File: config.mk
export PLATFORM = sky130hd
export DESIGN_NAME = counter_10
export DESIGN_NICKNAME = d
export VERILOG_FILES = /design/src/rtl/counter_10.sv
export SDC_FILE = /design/constraint.sdc
export NUM_CORES = 1
export LEC_CHECK = 0
export ABC_CLOCK_PERIOD_IN_PS = 1400
export BUFFER_PORTS_ARGS = -buffer_cell sky130_fd_sc_hd__buf_2
export CELL_PAD_IN_SITES_DETAIL_PLACEMENT = 0
export CELL_PAD_IN_SITES_GLOBAL_PLACEMENT = 1
export CORE_AREA = 2 2 39 41
export DETAILED_ROUTE_END_ITERATION = 10
export DIE_AREA = 0 0 41 43
export MAX_ROUTING_LAYER = met4
export PLACE_DENSITY = 0.59
export SLEW_MARGIN = 20
export SYNTH_ARGS = -nofsm -noshare
export SYNTH_HDL_FRONTEND = slang
export SYNTH_SLANG_ARGS = --single-unit
File: constraint.sdc
create_clock -name clk -period 1.4 [get_ports clk]
set_input_delay 0.07 -clock clk [delete_from_list [all_inputs] [get_ports clk]]
set_output_delay 0.07 -clock clk [all_outputs]
set_load 0.01 [all_outputs]
File: src/rtl/counter_10.sv
// rtl/counter_10.sv - presettable modulo-N counter with parallel load, dual enables and ripple carry
//
// Optional feature macro: COUNTER_10_LOAD_CLAMP_EN (loads of out-of-range values store 0)
//
// Ports:
//   clk   - rising-edge clock
//   clrn  - synchronous clear, active-high (highest priority)
//   ldn   - synchronous parallel load, active-low
//   ent   - count enable T, also gates rco
//   enp   - count enable P
//   din   - parallel load data (zero-extended or truncated to qout_width)
//   qout  - registered count value
//   rco   - ripple carry out: ent AND (qout == counter_size-1)
module counter_10 #(
    parameter int din_width    = 4,
    parameter int qout_width   = 4,
    parameter int counter_size = 10
) (
    input  logic                  clk,
    input  logic                  clrn,
    input  logic                  ldn,
    input  logic                  ent,
    input  logic                  enp,
    input  logic [din_width-1:0]  din,
    output logic [qout_width-1:0] qout,
    output logic                  rco
);

    localparam logic [qout_width-1:0] last = qout_width'(counter_size - 1);
    localparam logic [qout_width-1:0] one  = qout_width'(1);

    logic [qout_width-1:0] din_fit;
    logic [qout_width-1:0] load_val;

    // Match din to the counter width: zero-extend a narrow bus, drop high bits of a wide one.
    generate
        if (din_width >= qout_width) begin : g_din_trunc
            assign din_fit = din[qout_width-1:0];
        end else begin : g_din_ext
            assign din_fit = {{(qout_width - din_width){1'b0}}, din};
        end
    endgenerate

`ifdef COUNTER_10_LOAD_CLAMP_EN
    // Keep the stored value inside 0..N-1 so the counter can never leave its range.
    assign load_val = (din_fit > last) ? '0 : din_fit;
`else
    assign load_val = din_fit;
`endif

    always_ff @(posedge clk) begin
        if (clrn) begin
            qout <= '0;
        end else if (!ldn) begin
            qout <= load_val;
        end else if (ent && enp) begin
            // >= rather than == so an out-of-range loaded value also returns to 0.
            qout <= (qout >= last) ? '0 : qout + one;
        end
    end

    // Combinational so a cascaded stage sees the carry in the same cycle; enp does not gate it.
    assign rco = ent && (qout == last);

endmodule

## Word level (Yosys, flattened, before mapping)

Index checks and enable logic that the tools add are counted.

- Register bits after elaboration: 4
- Output and inout bits: 5

- Add/sub/neg operators: 1
- $lt $le $gt $ge: 1
- Equality and inequality tests: 2
- Mux-type cells: 3
- Reduce and logical (&&, ||, !) cells: 2

Operators with widths:

| cell | count |
|---|---|
| $mux W4 | 3 |
| $add A4 B1 Y4 const B | 1 |
| $eq A4 B4 Y1 const B | 1 |
| $ge A4 B4 Y1 const B | 1 |
| $logic_and A1 B1 Y1 | 2 |
| $ne A2 B1 Y1 const B | 1 |

## Depth between registers and ports, before layout

- Depth in word-level cells: 4
- Depth in mapped cells: 5
- Gate-level depth less buffers: 5

## Least setup slack after synthesis

OpenSTA, ideal clock, no wires.

- Path kind: register to register
- From: register qout[1]
- To: register qout[0]
- Arrival time: 1.259 ns
- Slack: 0.050 ns
- Cell stages (with the launch flop): 6
- Buffers on the path: 0
- Clock period less this slack: 1.350 ns
- Path through: dfxtp_1 -> inv_1 -> ha_1 -> nor3b_2 -> o2111ai_1 -> a311oi_1

- Longest elaborated chain between the ends: 4

RTL lines:

| element | line | source |
|---|---|---|
| from (decl) | 25 | `output logic [qout_width-1:0] qout,` |
| from (signal assigned) | 55 | `qout <= load_val;` |
| from (signal assigned) | 58 | `qout <= (qout >= last) ? '0 : qout + one;` |
| $ge A4 B4 Y1 | 58 |  |
| $mux W4 | 58 |  |
| $mux W4 | 56 | `end else if (ent && enp) begin` |
| $mux W4 | 54 | `end else if (!ldn) begin` |

Every way passes these cells. The select of a mux whose other input is x is not followed.
A chain may end at the register's enable or synchronous reset.

## Final worst setup path

- From: register qout[0]
- To: register qout[3]

- Longest elaborated chain between the ends: 4
- Elaborated cells on any way between the ends: 5
- Classes of those cells: add/sub: 1; order compare: 1; mux: 3

RTL lines:

| element | line |
|---|---|
| $add A4 B1 Y4 or $ge A4 B4 Y1 (tied branches) | 58 |
| $mux W4 * | 58 |
| $mux W4 * | 56 |
| $mux W4 * | 54 |

Mark *: on every way between the ends. The rest lies on a longest branch, timed or not. The select of a mux whose other input is x is not followed.

==> reports/results.tsv <==
metric	value	unit
hold buffer count at cts	0	
drt pass-1 iters	2	
WHS	0.0497	ns
DR iter-0 viols	6	
routed vias	318	
Critical Path, Cell by Cell	inv_1, ha_1, nor3b_4, buf_4, o211ai_1, a31oi_1	
Worst Path Required	1.52	ns
Die Ht	43	microns
syn_area_per_cell	8.28	sq um
first-pass GRT wire length	1060	microns
headroom to the max-slew limit	86.8	%
post-route ant nets	0	
Worst-Skew Late Latency	0.24	ns
met2 Track Usage GR	11.9	%
Period Utilization, post-route	92.7	%
sum of negative setup slack	0	ns
Hold Violations, Final	0	
Crit path depth	6	
met1 Track Usage GR	11.9	%
DRC Markers	0	
Syn-to-layout area delta	49.3	%
R2R depth	6	
root buf cell	clkbuf_4	
gpl congestion	0.760	
Top reg by flops	qout	
share of cells above drive strength 1	39.6	%
CP top delay family	flip-flops	
Overflow after GRT	0	
clk buf depth	2	
total power	0.000369	W
Critical Path Fanout Max	4	
post-DP HPWL	582	microns
worst setup margin	0.103	ns
Initial Util	20.3	%
htree depth	1	
DRT Wirelength	734	microns
final setup violation count	0	
routed len/inst	10.6	microns
vias in the first global route	264	
Synth cell types	18	
Most Crowded Layer GR	met1	
vias per inst	4.61	
die area	1760	sq um
Synthesis Warnings	0	
max_cap viols	0	
most frequent cells in the layout	13 x buf_2, 4 x buf_4, 4 x dfxtp_1	
outcome	completed	
antenna violations before repair	0	
num ports	14	
footprint of the multi-input gates	191	sq um
Clock Sinks	4	
total CTS buffers	3	
Setup CP Type	reg2reg	
core box area	1380	sq um
largest net degree at the start of global routing	10	
CP peak stage delay	0.36	ns
nets	67	
RSZ-0062 raised after global routing	no	
die width	41	microns
Min-Delay Path Depth	2	
CTS tree	built	
ANT cells	0	
register area share after synthesis	28.4	%
Port Buffers	13	
actual slew at the worst max-slew pin	0.196	ns
max-slew violation count	0	
post-synthesis cell area	282	sq um
M3 GR Usage	1.57	%
Setup Skew	0.000698	ns
commonest non-fill, non-tap cell in the layout	buf_2	
worst path bufs/invs	2	
Tot GR Track Use	9.26	%
static leakage	0.201	nW
worst hold path type	in2reg	
max reg flops	4	
Reg area	80.1	sq um
crit path DAT	1.42	ns
f_max	771	MHz
critical path's slowest cell	dfxtp_1	
synthesized netlist cell count	34	
VDD IR max	0.245	mV
Worst Setup Start Kind	flip-flop	
Post-Syn Nets	46	
biggest regs	qout (4)	
num rows	14	
PwrDens	879	nW/um^2
fillers	155	
dpl ws	0.0767	ns
clock-pin slew on the worst setup and hold paths	0.04	ns
min Tclk post-route	1.30	ns
#FFs+latches synth	4	
crit end category	flip-flop	
## timing repair
| action | CTS | global route |
|---|---|---|
| setup buffers | 0 | 1 |
| setup endpoints to repair | 0 | 1 |
| gates resized for setup | 0 | 1 |
## report_power, final
part / leakage, nW / internal, W / switching, W
logic: 0.155 / 0.0000476 / 0.0000460
registers: 0.0331 / 0.000122 / 0.00000634
clock network: 0.0138 / 0.0000961 / 0.0000511
total: 0.201 / 0.000266 / 0.000103
## final timing paths
check                              from       to  slack [ns]
worst max register to register  qout[0]  qout[3]        0.10
worst min-delay path               clrn  qout[3]        0.05
worst max-delay path            qout[0]  qout[3]        0.10
worst min register to register  qout[3]  qout[3]        0.55
## layer usage
layer  share of wire (%)  wire (microns)
met1                  48             352
met2                  41             304
met3                 7.1              52
met4                 3.3              24
met5                   0               0
## cell usage after synthesis, drive strengths merged
master	instances	area, sq um
a21oi	2	10.0
a311oi	1	8.76
a31oi	3	18.8
and3	1	6.26
clkbuf	1	5.00
dfxtp	4	80.1
ha	3	37.5
inv	3	11.3
nand2	3	11.3
nand2b	1	6.26
nand4	1	6.26
nor2	1	3.75
nor2b	3	18.8
nor3	1	5.00
nor3b	1	12.5
o2111ai	1	8.76
o211ai	3	22.5
xor2	1	8.76
## area by class of cell
class                   count  area share, %
multi-input cells          26           45.5
repair buffers             17           22.6
flip-flops and latches      4           19.0
clock buffers               3           5.36
well taps                  16           4.76
inverters                   3           2.68
## cell families (layout without fill, tap and decap cells)
| logic type | after synthesis | after routing | synth area share (%) |
|---|---|---|---|
| XOR/XNOR | 1 | 1 | 3.11 |
| flip-flops | 4 | 4 | 28.4 |
| adder cells (fa/ha/maj) | 3 | 3 | 13.3 |
| AO/OA/AOI/OAI | 10 | 10 | 24.4 |
| AND/OR/NAND/NOR | 12 | 12 | 24.9 |
| buffers and inverters | 4 | 23 | 5.78 |
## stage by stage
| stage | cell area (sq um) | std cells | utilization (%) |
|---|---|---|---|
| 2_1_floorplan | 282 | 34 | - |
| 3_3_place_gp | 384 | 65 | 27.8 |
| 3_5_place_dp | 384 | 65 | 27.8 |
| 4_1_cts | 407 | 68 | 29.4 |
| 5_1_grt | 420 | 69 | 30.4 |
| 6_report | 420 | 69 | 30.4 |
(Power assumes the default switching activity.)
